**src/rtl/jtcop_mcu_mbox_pkg.sv**
```systemverilog
// Shared port-2 strobe bit map, empty-read value and helpers for the MCU mailbox.
// Pure definitions; no logic, no latency, no flow control.
package jtcop_mcu_mbox_pkg;

    localparam int INTMASK = 3;
    localparam int RDHI    = 4;
    localparam int RDLO    = 5;
    localparam int WRLO    = 6;
    localparam int WRHI    = 7;

    localparam logic [7:0] EMPTY_RD = 8'hFF;

    // Registered copies of every strobe that is edge-detected.
    typedef struct packed {
        logic       wr;
        logic       rd;
        logic [3:0] strb;
    } edge_t;

    function automatic int ptr_w(input int depth);
        return (depth > 1) ? $clog2(depth) : 1;
    endfunction

endpackage

```
**src/rtl/jtcop_mcu_fifo.sv**
```systemverilog
// Command word queue: storage, wrapping pointers, occupancy, full and sticky overflow.
// Push/pop take effect on the next clock; a push while full is dropped unless a pop frees the slot.
module jtcop_mcu_fifo
    import jtcop_mcu_mbox_pkg::*;
#(
    parameter int DEPTH = 4,
    parameter int CW    = 5
) (
    input  logic          clk,
    input  logic          rst,
    input  logic          push,
    input  logic          pop,
    input  logic [15:0]   din,
    output logic [15:0]   head,
    output logic [CW-1:0] cnt,
    output logic          full,
    output logic          ovf
);

    localparam int PW = ptr_w(DEPTH);

    logic [15:0]   mem [DEPTH];
    logic [PW-1:0] wptr;
    logic [PW-1:0] rptr;
    logic          accept;

    function automatic logic [PW-1:0] nxt(input logic [PW-1:0] p);
        return (p == PW'(DEPTH - 1)) ? '0 : p + 1'b1;
    endfunction

    assign full   = (cnt == CW'(DEPTH));
    assign accept = push & (~full | pop);
    assign head   = mem[rptr];

    always_ff @(posedge clk) begin
        if (rst) begin
            wptr <= '0;
            rptr <= '0;
            cnt  <= '0;
            ovf  <= 1'b0;
        end else begin
            if (accept)
                wptr <= nxt(wptr);
            if (pop)
                rptr <= nxt(rptr);
            if (accept && !pop)
                cnt <= cnt + 1'b1;
            else if (pop && !accept)
                cnt <= cnt - 1'b1;
            if (push && !accept)
                ovf <= 1'b1;
        end
    end

    always_ff @(posedge clk) begin
        if (accept)
            mem[wptr] <= din;
    end

endmodule

```
**src/rtl/jtcop_mcu_mbox.sv**
```systemverilog
// Mailbox between the 68000 bus and i8751 ports: command queue, INT1, reply register, overflow.
// Outputs registered, one cycle after the sampled edge; no stall, full queue drops (or overwrites).
// JTCOP_MCU_MBOX_FIFO_EN selects the DEPTH-word queue; otherwise a single command register.
module jtcop_mcu_mbox
    import jtcop_mcu_mbox_pkg::*;
#(
    parameter int DEPTH = 4,
    parameter int CW    = 5
) (
    input  logic          clk,
    input  logic          rst,
    input  logic          main_wr,
    input  logic [15:0]   main_din,
    input  logic          main_rd,
    output logic [15:0]   main_dout,
    output logic          reply_vld,
    input  logic [7:0]    p0_o,
    input  logic [7:0]    p2_o,
    output logic [7:0]    p0_i,
    output logic          mcu_intn,
    output logic [CW-1:0] cmd_cnt,
    output logic          cmd_full,
    output logic          ovf
);

    edge_t       prev;
    logic [3:0]  strb_rise;
    logic        push;
    logic        ack;
    logic        rdhi_rise;
    logic        rdlo_rise;
    logic        wrlo_rise;
    logic        wrhi_rise;
    logic        empty;
    logic        pop;
    logic [15:0] head;
    logic [7:0]  staged;

    assign push      = main_wr & ~prev.wr;
    assign ack       = main_rd & ~prev.rd;
    assign strb_rise = p2_o[7:4] & ~prev.strb;
    assign rdhi_rise = strb_rise[RDHI-4];
    assign rdlo_rise = strb_rise[RDLO-4];
    assign wrlo_rise = strb_rise[WRLO-4];
    assign wrhi_rise = strb_rise[WRHI-4];
    assign empty     = (cmd_cnt == '0);
    assign pop       = rdlo_rise & ~empty;

`ifdef JTCOP_MCU_MBOX_FIFO_EN
    jtcop_mcu_fifo #(
        .DEPTH (DEPTH),
        .CW    (CW)
    ) u_fifo (
        .clk  (clk),
        .rst  (rst),
        .push (push),
        .pop  (pop),
        .din  (main_din),
        .head (head),
        .cnt  (cmd_cnt),
        .full (cmd_full),
        .ovf  (ovf)
    );
`else
    logic [15:0]   word;
    logic          held;
    logic [CW-1:0] unused_depth;

    assign unused_depth = CW'(DEPTH);

    // A push onto a held word overwrites it; only a same-cycle pop makes that legal.
    always_ff @(posedge clk) begin
        if (rst) begin
            word <= '0;
            held <= 1'b0;
            ovf  <= 1'b0;
        end else if (push) begin
            word <= main_din;
            held <= 1'b1;
            if (held && !pop)
                ovf <= 1'b1;
        end else if (pop) begin
            held <= 1'b0;
        end
    end

    assign head     = word;
    assign cmd_cnt  = CW'(held);
    assign cmd_full = cmd_cnt[0];
`endif

    always_ff @(posedge clk) begin
        if (rst) begin
            prev      <= '1;
            p0_i      <= EMPTY_RD;
            mcu_intn  <= 1'b1;
            staged    <= '0;
            main_dout <= '0;
            reply_vld <= 1'b0;
        end else begin
            prev     <= '{wr: main_wr, rd: main_rd, strb: p2_o[7:4]};
            mcu_intn <= ~(p2_o[INTMASK] & ~empty);

            if (rdlo_rise)
                p0_i <= empty ? EMPTY_RD : head[7:0];
            else if (rdhi_rise)
                p0_i <= empty ? EMPTY_RD : head[15:8];

            if (wrlo_rise)
                staged <= p0_o;

            if (wrhi_rise) begin
                main_dout <= {p0_o, staged};
                reply_vld <= 1'b1;
            end else if (ack) begin
                reply_vld <= 1'b0;
            end
        end
    end

    logic unused_p2;
    assign unused_p2 = &{1'b0, p2_o[2:0]};

endmodule

```
**config.mk**
```make
export PLATFORM = sky130hd
export DESIGN_NAME = jtcop_mcu_mbox
export DESIGN_NICKNAME = d
export VERILOG_FILES = /design/src/rtl/jtcop_mcu_mbox_pkg.sv /design/src/rtl/jtcop_mcu_fifo.sv /design/src/rtl/jtcop_mcu_mbox.sv
export SDC_FILE = /design/constraint.sdc
export NUM_CORES = 1
export LEC_CHECK = 0
export CORE_MARGIN = 2
export CORE_UTILIZATION = 25
export DETAILED_ROUTE_END_ITERATION = 6
export GPL_ROUTABILITY_DRIVEN = 0
export RECOVER_POWER = 100
export SYNTH_ARGS = -nofsm -noshare
export SYNTH_HDL_FRONTEND = slang
export SYNTH_SLANG_ARGS = --single-unit
```
**constraint.sdc**
```tcl
create_clock -name clk -period 1 [get_ports clk]
set_input_delay 0.25 -clock clk [delete_from_list [all_inputs] [get_ports clk]]
set_output_delay 0.25 -clock clk [all_outputs]
set_load 0.02 [all_outputs]
```
**Word-level counts from Yosys, hierarchy flattened**

Index checks and enable logic that the tools add are counted.

- Bits in registers: 58
- Input port bits: 36
- Output and inout port bits: 33

- Mux-type cells: 8
- Bitwise operators: 10
- Reductions and logical operators: 7

Operator list:

| cell | number |
|---|---|
| 8-bit two-way mux | 4 |
| 2-bit nonzero test | 3 |
| 5-bit logical NOT | 1 |
| 1-bit AND | 4 |
| 4-bit AND | 1 |
| 1-bit two-way mux | 4 |
| 1-bit NOT | 4 |
| 4-bit NOT | 1 |
| 2-bit AND reduction | 1 |
| 1-bit logical AND | 1 |
| 1-bit logical NOT | 1 |

**Depth between registers and ports, before layout**

Gate-level depths: netlist (run 1).

- Depth in word-level cells: 6
- Depth in mapped cells: 5
- Depth with buffers taken out: 3

**Least setup slack after synthesis (run 1)**

OpenSTA, ideal clock, no wires.

- Path type: reg-to-reg
- Start: reg held, in the netlist cmd_full
- End: reg p0_i[6]
- Library setup time: 0.122 ns
- Arrival: 1.162 ns
- Path slack: -0.284 ns
- Stages on the path, launching flop included: 4
- Buffers on the path: 0
- Period minus slack after synthesis: 1.284 ns
- Cell sequence: dfxtp_1 -> nand3b_1 -> or2_1 -> a221o_1

- Word-level cells in the longest chain between the ends: 4
- Elaborated cells on any way between the ends: 5
- Classes of those cells: mux (4); reduce/logical (1)

RTL lines:

| element | line | text |
|---|---|---|
| from (decl) | jtcop_mcu_mbox.sv:66 | `logic held;` |
| from (signal assigned) | jtcop_mcu_mbox.sv:75 | `held <= 1'b0;` |
| from (signal assigned) | jtcop_mcu_mbox.sv:79 | `held <= 1'b1;` |
| from (signal assigned) | jtcop_mcu_mbox.sv:83 | `held <= 1'b0;` |
| 5-bit logical NOT (*) | jtcop_mcu_mbox.sv:46 | `assign empty = (cmd_cnt == '0);` |
| 8-bit two-way mux | jtcop_mcu_mbox.sv:107 | `p0_i <= empty ? EMPTY_RD : head[15:8];` |
| 8-bit two-way mux | jtcop_mcu_mbox.sv:106 | `else if (rdhi_rise)` |
| 8-bit two-way mux (*) | jtcop_mcu_mbox.sv:104 | `if (rdlo_rise)` |
| to (signal assigned) | jtcop_mcu_mbox.sv:105 | `p0_i <= empty ? EMPTY_RD : head[7:0];` |
| to (signal assigned) | jtcop_mcu_mbox.sv:107 |  |
| to (decl) | jtcop_mcu_mbox.sv:19 | `output logic [7:0] p0_i,` |

Every way passes the cells marked *; elsewhere a longest branch is shown, timed or not. The select of a mux whose other input is x is not followed.
A chain may end at the register's enable or synchronous reset.

**Worst setup path after layout (run 1)**

- Start: in p2_o[4]
- End: reg p0_i[3]

- Word-level cells in the longest chain between the ends: 2

RTL lines:

| element | line | text |
|---|---|---|
| from (decl) | jtcop_mcu_mbox.sv:18 | `input logic [7:0] p2_o,` |
| 4-bit AND | jtcop_mcu_mbox.sv:41 | `assign strb_rise = p2_o[7:4] & ~prev.strb;` |
| 2-bit nonzero test (no source line) | - |  |

Every way passes these cells.

==> impl_results.md, run 1 <==
* Pre-CTS WS at -0.651 ns
* Post-synthesis cell type count at 22
* Site Rows at 33
* Setup violators final at 39
* Starting density of the core at 0.261
* Slew HR at 0.636
* WP depth at 5
* I/O Pins at between 60 and 70
* Vias in the first global route at 1,989
* Failing checks: setup timing
* CTS tree: yes
* First-pass GRT wire length at 9250 microns
* Routed len/inst at around 13 microns
* Switch share at 0.246
* PD cells at roughly 1400 mW/mm^2
* Fmax achieved at 770 MHz
* Worst Hold Class: in -> reg
* Ant. Diodes at 0
* Number of fill cells in the layout at 861
* Sink Count at a little under 60
* Max incr delay on CP at roughly 0.6 ns
* WHS Path Cells at 2
* Run status: finished with violations
* Pint at 3.63 mW
* Placed Area at 0.00306 sq mm
* Fin. max-slew vios at 0
* Final WL at 5720 microns
* Crit Path Class: in -> reg
* Die X at slightly below 100 microns
* Clk_skew at ~0.0074 ns
* Leak pwr at 1.33 nW
* Arrival @ worst endpoint at 1.51 ns
* Worst-path clk slew at 0.06 ns
* Seq cells post-synth at 58
* Residual DRC count at 0
* Final Hold Viols at 0
* Number of buffers created by CTS at 9
* Die height at about 100 microns
* CP max FO at 7
* Starting DRT DRC Count at 74
* TritonRoute pass-1 iters at 4
* Fin crit share at 1.30
* Vias per cell at 4.40
* Antenna violations before repair at 0
* Synth Warn # at 0
* Post-Syn Area per Cell at 8.37 sq um
* Design area at 0.00334 sq mm
* Worst setup SP type: primary input
* Share of cells above drive strength 1 at 0.347
* Mapped cell area at 0.00217 sq mm
* Req. time, crit path at between 1 and 1.5 ns
* PnR worst setup slack at -0.299 ns
* Logic pwr share at 0.134
* Clock power share at 0.356
* DR vias at around 2,000
* Largest net degree at the start of global routing at 29
* Core area at 0.00830 sq mm
* CTS H-tree lvls at 3
* R2R depth at 3
* Layout net count at 381
* Leading cell types in the layout, fill and taps excluded: 79 x nand2_1, 40 x a21oi_1, 32 x buf_6
* WP buf/inv at 2
* Clock Root Buffer: clkbuf_8
* Syn Inst Count at 259
* Grt ovf at 0
* Crit path time final at between 1 and 1.5 ns
* Most common cell after layout, fill and taps aside: nand2_1
* Buffers on Ports at 61
* Die area at roughly 0.0094 sq mm
* RSZ-0062 raised after global routing: true
* Max-cap violation count at 0
* Sequential group share of total power at 0.511
* Final ANT Viol Nets at 0
* Critical path's slowest cell: dlygate4sd3_1
* P&R area growth vs syn at 54.0%
* TNS Setup at -3.13 ns
* Sequential fraction of the synthesis area at 0.536
* CTS max path bufs at 2
* Crit path max-delay family: buffers and inverters
* Max VDD drop at 0.761 mV
* Worst skew pair latency at 0.33 ns
* Worst Tran Pin Value at 0.546 ns
* Switch Pwr at roughly 1.2 mW
* Crit path capture type: register
* All-Layer GR Usage at 0.124
* HPWL after DPL at 3940 microns
* Crit path cell chain: dlygate4sd3_1 -> nand2b_4 -> buf_4 -> o21ai_0 -> a221o_1
## final cells by class
type / instances / area, sq um / share of cell area
well taps: 105 / 131 / 0.0394
multi-input cells: 179 / 931 / 0.279
flip-flops and latches: 58 / 1200 / 0.359
repair buffers: 96 / 922 / 0.276
clock inverters: 4 / 20.0 / 0.00600
inverters: 1 / 3.75 / 0.00112
clock buffers: 11 / 131 / 0.0394
## power groups by stage
stage          clock network [mW]  logic, mW  registers (mW)
2_1_floorplan                   0      0.236            2.53
3_3_place_gp                    0      0.618            2.49
3_5_place_dp                    0      0.625            2.49
4_1_cts                      1.80      0.650            2.46
5_1_grt                      1.91      0.695            2.47
6_report                     1.71      0.643            2.46
## Yosys cell counts
cell type | instances | area share
conb_1 | 1 | 0.0017
and2_4 | 1 | 0.0040
or2_1 | 8 | 0.023
o21ai_0 | 9 | 0.021
buf_1 | 1 | 0.0017
nand3b_1 | 2 | 0.0069
buf_4 | 5 | 0.017
nand2b_4 | 1 | 0.0063
clkbuf_2 | 2 | 0.0046
nor2_1 | 2 | 0.0035
inv_1 | 1 | 0.0017
dfxtp_1 | 58 | 0.54
buf_2 | 9 | 0.021
buf_6 | 1 | 0.0052
a21oi_1 | 42 | 0.097
a31oi_1 | 1 | 0.0029
nand2_1 | 80 | 0.14
clkbuf_1 | 6 | 0.010
nand2b_1 | 4 | 0.012
nor2b_1 | 11 | 0.032
or2_2 | 6 | 0.017
a221o_1 | 8 | 0.037
## final timing paths
path	slack, ns	start	end
max	-0.30	p2_o[4]	p0_i[3]
min	0.22	p2_o[6]	prev[2]
max reg2reg	-0.27	prev[1]	p0_i[4]
min reg2reg	0.45	head[6]	head[6]
## timing repair
action	in CTS	in global routing
gates resized for setup	211	12
setup buffers	1	2
hold buffers	0	0
setup endpoints to repair	65	68
cloned	2	0
pin swaps	5	0
## cell families (layout without fill, tap and decap cells)
logic type | Yosys count | in the layout | share of synthesized area
other | 1 | 4 | 0.00173
and+or+nand+nor | 115 | 115 | 0.243
AOI/OAI and AO/OA | 60 | 60 | 0.158
buffers and inverters | 25 | 112 | 0.0618
DFF | 58 | 58 | 0.536
## sequential cells by signal, indices dropped and copies added, names as in the netlist
name	cells
main_dout	16
prev	6
staged	8
mcu_intn	1
p0_i	8
reply_vld	1
cmd_full	1
head	16
ovf	1
## metrics by stage
| step | instances | total power, mW | util | hold slack, ns |
|---|---|---|---|---|
| 2_1_floorplan | 262 | 2.77 | - | 0.334 |
| 3_3_place_gp | 434 | 3.11 | 0.369 | 0.439 |
| 3_5_place_dp | 434 | 3.12 | 0.369 | 0.442 |
| 4_1_cts | 452 | 4.91 | 0.401 | 0.275 |
| 5_1_grt | 454 | 5.08 | 0.402 | 0.202 |
| 6_report | 454 | 4.82 | 0.402 | 0.223 |
## metal layers
layer  track usage  share of wire
met1         0.137           0.41
met2         0.207           0.50
met3        0.0698          0.082
met4        0.0325         0.0051
met5             0              0
Power figures use the tool's default switching activity.
==> run 2: changes to the inputs <==
--- a/config.mk
+++ b/config.mk
@@ -5,6 +5,8 @@
 export SDC_FILE = /design/constraint.sdc
 export NUM_CORES = 1
 export LEC_CHECK = 0
+export ABC_CLOCK_PERIOD_IN_PS = 1000
+export CAP_MARGIN = 20
 export CORE_MARGIN = 2
 export CORE_UTILIZATION = 25
 export DETAILED_ROUTE_END_ITERATION = 6
==> results of run 2 <==
No change in the layout: final DEF, timing and power equal those of run 1.
==> run 3: changes to the inputs <==
--- a/config.mk
+++ b/config.mk
@@ -14,4 +14,5 @@
 export RECOVER_POWER = 100
 export SYNTH_ARGS = -nofsm -noshare
 export SYNTH_HDL_FRONTEND = slang
+export SYNTH_HIERARCHICAL = 1
 export SYNTH_SLANG_ARGS = --single-unit
==> results of run 3 <==
No change in the layout: final DEF, timing and power equal those of run 1.
Among the figures that moved: Yosys warning count 0 -> 6
==> patch 1 (flow settings as in run 1) <==
`CW`: 5 -> 4.
--- a/src/rtl/jtcop_mcu_mbox.sv
+++ b/src/rtl/jtcop_mcu_mbox.sv
@@ -5,7 +5,7 @@
     import jtcop_mcu_mbox_pkg::*;
 #(
     parameter int DEPTH = 4,
-    parameter int CW    = 5
+    parameter int CW    = 4
 ) (
     input  logic          clk,
     input  logic          rst,
Interface: changed (resized cmd_cnt); port bits go from 69 to 68. The function was not compared with the original's and may differ.
==> patch 1 against run 1 <==
- the run still ends with negative setup slack left
- synthesized area fell by 0.35%
- total power rose by 1.4%
- global-route usage rose by 0.066 points
- final area rose by 0.52%
- routed wire length fell by 2.3%
- worst setup slack improved by 0.038 ns
- critical path type is now reg -> reg
- fmax rose by 3.0%
- sequential cell count did not move
- largest power group unchanged
==> patch 1: results (changes against run 1) <==
* Worst setup margin at -0.261 ns (was -0.299 ns)
* Slowest stage cell, crit path: dfxtp_1 (was dlygate4sd3_1)
* Metal3 WL at 380 um (was 472 um)
* Peak supply drop at 0.753 mV (was 0.761 mV)
* Top post-synthesis cells by area: dfxtp_1 (54%), nand2_1 (14%), a21oi_1 (9.7%) (unchanged)
* Final setup viols at 39 (unchanged)
* Setup Skew at 0.00224 ns (was 0.00738 ns)
* Worst-path maximum fanout at 8 (was 7)
* Vias/cell at 4.40 (about the same)
* Cell family with most CP delay: simple AND/OR/NAND/NOR gates (was buffers and inverters)
* Total leakage power at 1.33 nW (about the same)
* Pre-CTS WS at -0.680 ns (was -0.651 ns)
* WL met1 at 2400 um (was 2370 um)
* Crit path arrival time at 1.48 ns (was 1.51 ns)
* Synth Area per Inst at 8.37 sq um (about the same)
* Fin cells at 453 (was 454)
* Tot GR Track Use at 0.125 (was 0.124)
* Failing checks: negative setup slack (unchanged)
* Worst-Margin Slew at 0.579 ns (was 0.546 ns)
* Seq pwr share at 0.503 (was 0.511)
* Outcome: complete, but fails checks (unchanged)
* GR Util met3 at 0.0506 (was 0.0698)
* DPL Wire Length at 3840 um (was 3940 um)
* Nets at 381 (unchanged)
* First-pass GRT wire length at 9420 um (was 9250 um)
* Crit path largest cell delay at 0.30 ns (was 0.60 ns)
* Postcts setup bufs at 1 (unchanged)
* Per-cell routed wire length at 12.3 um (was 12.6 um)
* Layout cell share with drive strength beyond 1 at 0.342 (was 0.347)
* Clk. pwr at 1.78 mW (was 1.71 mW)
* GR Util met2 at 0.215 (was 0.207)
* Number of global-route vias before repair at 2,083 (was 1,989)
* Placed Area at 3050 sq um (was 3060 sq um)
* Register area share after synthesis at 0.538 (was 0.536)
* Setup tns final at -3.31 ns (was -3.13 ns)
* Drt pass-1 iters at 4 (unchanged)
* Placed Cells at 431 (was 434)
* Grt met1 use at 0.139 (was 0.137)
* Critical Path Start: prev[1]$_SDFF_PP1_ (was p2_o[4])
* Sw Ratio at 0.239 (was 0.246)
* Setup crit end: p0_i[1]$_SDFFE_PP1P_ (was p0_i[3]$_SDFFE_PP1P_)
* Post-CTS resize count at 202 (was 211)
* Met2 wire len at 2720 um (was 2850 um)
## patch 1: through the flow
stage	power, mW	hold slack [ns]
3_5_place_dp	3.11	0.443
3_3_place_gp	3.10	0.438
5_1_grt	5.12	0.214
4_1_cts	4.93	0.291
2_1_floorplan	2.76	0.334
6_report	4.89	0.215
## patch 1: cell families (layout without fill, tap and decap cells)
family                 count (synthesis)  in the layout  share of synthesized area
AOI/OAI and AO/OA                     60             60                      0.158
buffers and inverters                 24            112                     0.0585
DFF                                   58             58                      0.538
other                                  1              3                    0.00174
and+or+nand+nor                      115            115                      0.244
## patch 1: area by class of cell
| type | count | area [sq um] |
|---|---|---|
| clock buffer | 14 | 153 |
| multi-input combinational | 178 | 923 |
| fill | 846 | 4940 |
| inverter | 1 | 3.75 |
| sequential | 58 | 1200 |
| timing repair buffer | 97 | 946 |
| tap | 105 | 131 |
==> patch 2 (settings of run 1) <==
Without the edit above. Reset style: asynchronous (`rst`), changed in 2 clocked blocks.
--- a/src/rtl/jtcop_mcu_mbox.sv
+++ b/src/rtl/jtcop_mcu_mbox.sv
@@ -69,7 +69,7 @@
     assign unused_depth = CW'(DEPTH);
 
     // A push onto a held word overwrites it; only a same-cycle pop makes that legal.
-    always_ff @(posedge clk) begin
+    always_ff @(posedge clk or posedge rst) begin
         if (rst) begin
             word <= '0;
             held <= 1'b0;
@@ -89,7 +89,7 @@
     assign cmd_full = cmd_cnt[0];
 `endif
 
-    always_ff @(posedge clk) begin
+    always_ff @(posedge clk or posedge rst) begin
         if (rst) begin
             prev      <= '1;
             p0_i      <= EMPTY_RD;
Formal check against the unedited RTL: differs if rst is asserted again (counterexample within 4 cycles, from zero or initial values and one cycle with rst high); with rst held inactive, the same outputs for 10 cycles.
==> patch 2 against run 1 <==
- the run still ends with negative setup slack left
- final area increased by 12%
- sequential share of layout area up 3.3 points
- sequential cell count stayed put
- synthesized area increased by 8.3%
- worst setup slack better by 0.030 ns
- routed wire length is 9.7% lower
- highest routed layer unchanged
Power is not compared: it rests on default switching activity, and its combinational part moved more than twofold at a synthesized area within 25%.
==> patch 2: results (changes against run 1) <==
* Final setup viols at 80 (was 39)
* Vias/cell at 4.10 (was 4.40)
* DRT iter0 DRCs at 34 (was 74)
* Diode count at 0 (unchanged)
* Final wirelength at 5170 um (was 5720 um)
* Syn Inst Count at 141 (was 259)
* Hold crit path type: in -> reg (unchanged)
* Number of global-route vias before repair at 1,596 (was 1,989)
* Post-synth cell types at 21 (was 22)
* Antenna violations before repair at 0 (unchanged)
* First-pass GRT wire length at 8250 um (was 9250 um)
* DPL Wire Length at 3170 um (was 3940 um)
* Yosys warns at 0 (unchanged)
* Largest net degree at the start of global routing at 31 (was 29)
* Peak supply drop at 0.624 mV
* Port Buf Inserts at 61 (unchanged)
* Cell family with most CP delay: flip-flops (was buffers and inverters)
* Drt pass-1 iters at 4 (unchanged)
* Top post-synthesis cells by area: dfrtp_1 (46%), dfstp_2 (17%), mux2_2 (11%) (was dfxtp_1 (54%), nand2_1 (14%), a21oi_1 (9.7%))
* Tot GR Track Use at 0.108 (was 0.124)
* Setup Skew at 0.00556 ns (was 0.00738 ns)
* Worst-path maximum fanout at 5 (was 7)
* Asr flop ratio synth at 1.00 (was 0)
* Clock Tree Buf Depth at 2 (unchanged)
* Layout cell share with drive strength beyond 1 at 0.624 (was 0.347)
* Nets at 276 (was 381)
* Post-synth top cells: dfrtp_1 (43), mux2_2 (23), mux2_4 (17) (was nand2_1 (80), dfxtp_1 (58), a21oi_1 (42))
* Placed Cells at 324 (was 434)
* Fin cells at 356 (was 454)
* Most frequent cell after synthesis: dfrtp_1 (was nand2_1)
* Clock latency on the worst-skew pair at 0.33 ns (about the same)
* Setup tns final at -13.14 ns (was -3.13 ns)
* Outcome: complete, but fails checks (unchanged)
* Crit path arrival time at 1.49 ns (was 1.51 ns)
* Clock slew at reported path FFs at 0.06 ns (about the same)
* Total leakage power at 1.70 nW
* Fill cells at 843 (was 861)
* Failing checks: negative setup slack (unchanged)
* Slowest stage cell, crit path: dfstp_2 (was dlygate4sd3_1)
* Worst setup margin at -0.269 ns (was -0.299 ns)
* Crit path largest cell delay at 0.52 ns (was 0.60 ns)
* Register area share after synthesis at 0.627 (was 0.536)
patch 2: cell count changes after synthesis, moves of 9 or more:
cell     change
nand2_1     -77
nor2b_1      -9
a21oi_1     -42
dfrtp_1     +43
dfstp_2     +15
mux2_4      +17
dfxtp_1     -58
mux2_2      +23
patch 2: per-layer routing:
layer | part of all wire | up-vias | wire length [um] | track usage
li1 | - | 684 | - | -
met1 | 0.47 | 731 | 2430 | 0.142
met2 | 0.47 | 37 | 2430 | 0.157
met3 | 0.047 | 8 | 244 | 0.0430
met4 | 0.014 | 0 | 72 | 0.0474
met5 | 0 | - | 0 | 0
patch 2: power breakdown:
part / internal, mW / switching, mW
Combinational: 1.23 / 0.721
Clock: 1.15 / 0.897
Sequential: 2.76 / 0.256
patch 2: logic make-up (layout without fill, tap and decap cells):
family / Yosys count / after routing / share of synthesized area
buffers and inverters: 13 / 114 / 0.0475
and+or+nand+nor: 9 / 9 / 0.0272
muxes: 48 / 48 / 0.253
DFF: 58 / 58 / 0.627
other: 1 / 4 / 0.00160
AOI/OAI and AO/OA: 12 / 12 / 0.0437
patch 2: area by class of cell:
class                   count  area share
clock buffers              13      0.0370
clock inverters             3      0.0107
inverters                   2     0.00233
multi-input cells          73       0.254
flip-flops and latches     58       0.392
well taps                 111      0.0370
repair buffers             96       0.267
patch 2: repair_timing:
action / in CTS / in global routing
pin swaps: 6 / 5
cloned: 0 / 1
resized for setup: 207 / 13
setup endpoints to repair: 80 / 80
buffers inserted: 9 / 13
patch 2: final timing paths:
check | start | endpoint | slack [ns] | cells after the start
worst min-delay path | p2_o[6] | prev[2]$_DFF_PP1_ | 0.17 | 1
worst max-delay path | prev[3]$_DFF_PP1_ | main_dout[14]$_DFFE_PP0P_ | -0.27 | 3
worst max register to register | prev[3]$_DFF_PP1_ | main_dout[14]$_DFFE_PP0P_ | -0.27 | 3
min in group asynchronous | rst | reply_vld$_DFFE_PP0P_ | 0.50 | 3
worst min register to register | staged[2]$_DFFE_PP0P_ | main_dout[2]$_DFFE_PP0P_ | 0.50 | 1
max in group asynchronous | rst | mcu_intn$_DFF_PP1_ | 0.15 | 3
patch 2: through the flow:
stage	setup WS (ns)	hold WS, ns	util	instance area [sq um]
2_1_floorplan	-0.267	0.254	-	2390
3_3_place_gp	-0.526	0.488	0.350	3210
3_5_place_dp	-0.548	0.489	0.350	3210
4_1_cts	-0.272	0.144	0.397	3630
5_1_grt	-0.300	0.145	0.410	3750
6_report	-0.269	0.167	0.410	3750
